### src/rtl/screen_sequencer.sv
// Screen-selection controller: tracks menu -> game mode -> result -> menu flow,
// switches screens only on frame boundaries and registers the chosen pixel.
module screen_sequencer #(
  parameter int COLOR_W     = 12,
  parameter int N_MODES     = 2,
  parameter int HOLD_FRAMES = 180
) (
  input  logic                       clk25,
  input  logic                       reset_n,
  input  logic                       disp_ena,
  input  logic                       frame_start,
  input  logic                       menu_req,
  input  logic [N_MODES-1:0]         play_req,
  input  logic [2*N_MODES-1:0]       result_code,
  input  logic [COLOR_W-1:0]         menu_pix,
  input  logic [N_MODES*COLOR_W-1:0] game_pix,
  input  logic [3*COLOR_W-1:0]       result_pix,
  output logic [COLOR_W-1:0]         color_out,
  output logic [N_MODES-1:0]         mode_active,
  output logic [1:0]                 screen_state
);

  localparam int MODE_W = (N_MODES > 1) ? $clog2(N_MODES) : 1;
  localparam int CNT_W  = (HOLD_FRAMES > 0) ? $clog2(HOLD_FRAMES + 1) : 1;

  typedef enum logic [1:0] {
    MENU   = 2'd0,
    PLAY   = 2'd1,
    RESULT = 2'd2
  } state_t;

  state_t               state, state_nxt;
  logic [MODE_W-1:0]    mode_idx, mode_idx_nxt;
  logic [1:0]           res_code, res_code_nxt;
  logic [CNT_W-1:0]     hold_cnt, hold_cnt_nxt;
  logic                 menu_pend, menu_pend_nxt;
  logic [N_MODES-1:0]   play_pend, play_pend_nxt;

  logic                 menu_any;
  logic [N_MODES-1:0]   play_any;
  logic [MODE_W-1:0]    play_low;
  logic                 play_found;
  logic [1:0]           cur_result;
  logic [COLOR_W-1:0]   pix_sel;

  // Requests in the frame_start cycle itself are merged with the pending bits.
  always_comb begin
    menu_any   = menu_pend | menu_req;
    play_any   = play_pend | ((state == MENU) ? play_req : '0);
    play_low   = '0;
    play_found = 1'b0;
    cur_result = 2'd0;
    for (int unsigned i = 0; i < N_MODES; i++) begin
      if (play_any[i] && !play_found) begin
        play_low   = MODE_W'(i);
        play_found = 1'b1;
      end
      if (mode_idx == MODE_W'(i))
        cur_result = result_code[2*i +: 2];
    end
  end

  always_comb begin
    state_nxt     = state;
    mode_idx_nxt  = mode_idx;
    res_code_nxt  = res_code;
    hold_cnt_nxt  = hold_cnt;
    menu_pend_nxt = menu_any;
    play_pend_nxt = play_any;
    if (frame_start) begin
      menu_pend_nxt = 1'b0;
      play_pend_nxt = '0;
      unique case (state)
        MENU: begin
          if (|play_any) begin
            state_nxt    = PLAY;
            mode_idx_nxt = play_low;
          end
        end
        PLAY: begin
          if (menu_any) begin
            state_nxt = MENU;
          end else if (cur_result != 2'd0) begin
            state_nxt    = RESULT;
            res_code_nxt = cur_result;
            hold_cnt_nxt = CNT_W'(HOLD_FRAMES);
          end
        end
        RESULT: begin
          if (menu_any) begin
            state_nxt = MENU;
          end else if (HOLD_FRAMES > 0) begin
            if (hold_cnt == CNT_W'(1))
              state_nxt = MENU;
            else
              hold_cnt_nxt = hold_cnt - CNT_W'(1);
          end
        end
        default: state_nxt = MENU;
      endcase
    end
  end

  always_comb begin
    pix_sel = menu_pix;
    case (state)
      PLAY: begin
        pix_sel = '0;
        for (int unsigned i = 0; i < N_MODES; i++)
          if (mode_idx == MODE_W'(i))
            pix_sel = game_pix[i*COLOR_W +: COLOR_W];
      end
      RESULT: begin
        pix_sel = '0;
        for (int unsigned r = 1; r <= 3; r++)
          if (res_code == 2'(r))
            pix_sel = result_pix[(r-1)*COLOR_W +: COLOR_W];
      end
      default: pix_sel = menu_pix;
    endcase
  end

  always_ff @(posedge clk25 or negedge reset_n) begin
    if (!reset_n) begin
      state     <= MENU;
      mode_idx  <= '0;
      res_code  <= '0;
      hold_cnt  <= '0;
      menu_pend <= 1'b0;
      play_pend <= '0;
      color_out <= '0;
    end else begin
      state     <= state_nxt;
      mode_idx  <= mode_idx_nxt;
      res_code  <= res_code_nxt;
      hold_cnt  <= hold_cnt_nxt;
      menu_pend <= menu_pend_nxt;
      play_pend <= play_pend_nxt;
      color_out <= disp_ena ? pix_sel : '0;
    end
  end

  always_comb begin
    screen_state = state;
    for (int unsigned i = 0; i < N_MODES; i++)
      mode_active[i] = (state == PLAY) && (mode_idx == MODE_W'(i));
  end

endmodule

### config.mk
export PLATFORM = sky130hd
export DESIGN_NAME = screen_sequencer
export DESIGN_NICKNAME = d
export VERILOG_FILES = /design/src/rtl/screen_sequencer.sv
export SDC_FILE = /design/constraint.sdc
export NUM_CORES = 1
export LEC_CHECK = 0
export BUFFER_PORTS_ARGS = -buffer_cell sky130_fd_sc_hd__buf_2
export CORE_MARGIN = 2
export CORE_UTILIZATION = 41
export CTS_CLUSTER_SIZE = 28
export DETAILED_ROUTE_END_ITERATION = 12
export PLACE_DENSITY = 0.79
export SLEW_MARGIN = 15
export SYNTH_ARGS = -nofsm -noshare
export SYNTH_HDL_FRONTEND = slang
export SYNTH_SLANG_ARGS = --single-unit
### constraint.sdc
create_clock -name clk25 -period 2 [get_ports clk25]
set_clock_uncertainty 0.1 [all_clocks]
set_input_delay 0.1 -clock clk25 [delete_from_list [all_inputs] [get_ports clk25]]
set_output_delay 0.1 -clock clk25 [all_outputs]
set_load 0.05 [all_outputs]
==> flow_summary.json <==
{
  "r2r_cells": 7,
  "yosysMostFrequentCell": "dfrtp_1",
  "r2r-end": "hold_cnt[4]$_DFFE_PN0P_",
  "fmax_mhz": 508,
  "endpoint_kind": "flop",
  "r2r_setup_slack_ns": 0.03,
  "slew_violations": 0,
  "p_total_mw": 3.96,
  "synth.area.top_cells": "dfrtp_1, mux2_2, a22o_1",
  "num_io_pins": 99,
  "clk_pin_slew_ns": 0.09,
  "antenna_found_initial": 0,
  "cts_max_level": 1,
  "dp_slack_ns": -0.0455,
  "slowest_stage": "dfrtp_2",
  "syn_area_mm2": 0.00193,
  "period_needed_ns": 1.97,
  "tns_ns": 0,
  "top_layer": "met4",
  "yosys_most_used_dff": "dfrtp_1",
  "drv_cap": 0,
  "synth_top_area_share_pct": 36.3,
  "hpwl_um": 4260,
  "path_cells": "inv_4 > ha_4 > or3b_4 > nor4b_4 > nor2b_4 > nor2_2 > mux2i_1",
  "drc": 0,
  "wl_met2_um": 2940,
  "via_per_inst": 5.56,
  "diodes": 0,
  "ant_nets": 0,
  "dr_wl_met3_um": 302,
  "cp.required_ns": 2.10,
  "hold_viol": 0,
  "syn2layout_area_growth_pct": 43.5,
  "dieArea_mm2": 0.00527,
  "crit_buf_inv": 1,
  "worstMarginPinSlew_ns": 0.628,
  "synth_nets": 283,
  "p_comb_share_pct": 67.6,
  "rows": 24,
  "cts_sinks": 28,
  "grt_pass1_vias": 2012,
  "wl_per_cell_um": 15.7,
  "cts_root_buf": "clkbuf_8",
  "hold_depth": 3,
  "finalSetupViolCount": 0,
  "drt_iter0_drc": 106,
  "synthDistinctLibCells": 46,
  "cpPeakStageDelay_ns": 0.44,
  "grt_usage_pct": 22.4,
  "critPathKind": "reg2reg",
  "clock_latency_ns": 0.27,
  "switchingPower_mw": 1.92,
  "core_area_mm2": 0.00444,
  "wl_met1_um": 2300,
  "cp_data_arrival_time_ns": 2.07,
  "clk_path_buf_depth": 2,
  "post-route-period-util_pct": 98.5,
  "synth_area_per_cell_um2": 9.94,
  "first_pass_iters": 4,
  "cts_tree": "built",
  "synth_top_area_cell": "dfrtp_1",
  "start_util_pct": 43.4,
  "regToRegStartpoint": "screen_state[1]$_DFFE_PN0P_",
  "gp_congestion": 0.916,
  "startpoint_type": "flop",
  "netlist_instances": 194,
  "crit_path_start": "screen_state[1]$_DFFE_PN0P_",
  "status": "completed",
  "ys_seq_area_share_pct": 36.3,
  "chipWidth_um": 72.6,
  "min_path_type": "in2reg",
  "intPower_mw": 2.03,
  "synth_edf_count": 0,
  "power_frac_clock_pct": 7.9,
  "hp-start": "menu_pix[11]",
  "peakVddDrop_uv": 895,
  "worstPathMaxFanout": 4,
  "cts_buffers": 3,
  "grt_max_degree": 29,
  "vias": 2011,
  "path_delay_family": "simple AND/OR/NAND/NOR gates",
  "port_buffers": 98,
  "relSlewSlack_pct": 58.2,
  "fp.dieH_um": 72.6,
  "cp.depth": 7,
  "powerDensity_mw_per_mm2": 1430,
  "setup_ws_ns": 0.0297,
  "grt_pass1_wl_um": 9280,
  "p_seq_share_pct": 24.5,
  "synth_seq_cells": 28,
  "overflow": 0,
  "leakagePower_nw": 1.34,
  "rsz0062_at_grt": "true",
  "fin_nets": 400,
  "drive_above_1_share_pct": 55.8,
  "yosysWarnings": 0,
  "swShare_pct": 48.6,
  "async_flop_share_pct": 100,
  "wl_um": 5690,
  "holdPathEnd": "color_out[11]$_DFF_PN0_",
  "ys_top_cells_by_count": "dfrtp_1, mux2_2, a21oi_1"
}
-- per-layer routing --
metal	up-vias	track usage, %
li1	959	-
met1	966	28.1
met2	69	39.2
met3	17	3.87
met4	0	7.41
met5	-	0
-- area by class of cell --
| cell class | count | area, um^2 |
|---|---|---|
| tap | 52 | 65.1 |
| multi-input combinational | 147 | 1220 |
| inverter | 5 | 21.3 |
| fill | 396 | 1680 |
| sequential | 28 | 703 |
| clock buffer | 4 | 45.0 |
| timing repair buffer | 126 | 716 |
-- sequential cells by signal, summed over array words and instances (netlist names) --
register,flops
hold_cnt,8
screen_state,2
play_pend,2
res_code,2
color_out,12
mode_idx,1
menu_pend,1
-- worst min-delay path: stages --
cell,delay (ns)
buf_2,0.07
o21ai_0,0.06
a21oi_1,0.10
-- cells in the final DEF (no fill, tap or decap), types with 2 or more instances in the layout --
cell type,n
buf_2,98
dfrtp_1,26
mux2_2,24
buf_4,22
a21oi_1,18
a22o_1,13
o21ai_0,13
a22oi_1,12
nor2_1,8
dlygate4sd3_1,6
nand2_1,5
mux2i_1,4
ha_1,4
inv_1,3
nor3_1,3
nor2_2,3
clkbuf_8,3
nor2b_2,2
and2_1,2
o21ai_2,2
or3b_4,2
nor4_1,2
o21ai_1,2
nand4_1,2
ha_4,2
dfrtp_2,2
-- cells by family after synthesis --
family          after synthesis  share of synthesized area, %
compound gates               69                          23.8
xor+xnor                      1                         0.454
fa+ha+maj                     6                          3.89
buf+inv                      19                          4.15
flops                        28                          36.3
mux                          29                          16.7
simple gates                 42                          14.7
-- metrics by stage --
stage | cell area [um^2] | utilization (%) | cells | hold slack [ns]
floorplan | 1950 | - | 194 | -0.296
global placement | 2560 | 57.5 | 345 | 0.0604
detailed placement | 2560 | 57.5 | 345 | 0.0585
CTS | 2680 | 60.2 | 356 | 0.000619
global route | 2770 | 62.2 | 362 | 0.0119
finish | 2770 | 62.2 | 362 | 0.000996
-- how the worst max path moves through the flow --
stage / end / slack [ns]
finish: hold_cnt[4]$_DFFE_PN0P_ / 0.03
global route: hold_cnt[4]$_DFFE_PN0P_ / -0.08
detailed placement: screen_state[0]$_DFFE_PN0P_ / -0.05
CTS: hold_cnt[4]$_DFFE_PN0P_ / 0.02
floorplan: hold_cnt[4]$_DFFE_PN0P_ / -0.19
global placement: screen_state[0]$_DFFE_PN0P_ / 0.04
-- power groups by stage --
stage                     Combinational [mW]  Clock [mW]  Sequential (mW)
after global routing                    2.90       0.344             1.00
after global placement                  2.49           0            0.965
after floorplan                         1.32           0             1.49
after CTS                               2.57       0.322            0.965
final                                   2.67       0.312            0.971
after detailed placement                2.54           0            0.968
-- repair_timing --
| action | CTS | global route |
|---|---|---|
| buffers inserted | 1 | 6 |
| pin swaps | 2 | 3 |
| endpoints found under the hold margin | 34 | 0 |
| hold buffers | 6 | 0 |
| setup endpoints to repair | 4 | 12 |
| resized for setup | 3 | 13 |
(Power assumes the default switching activity.)
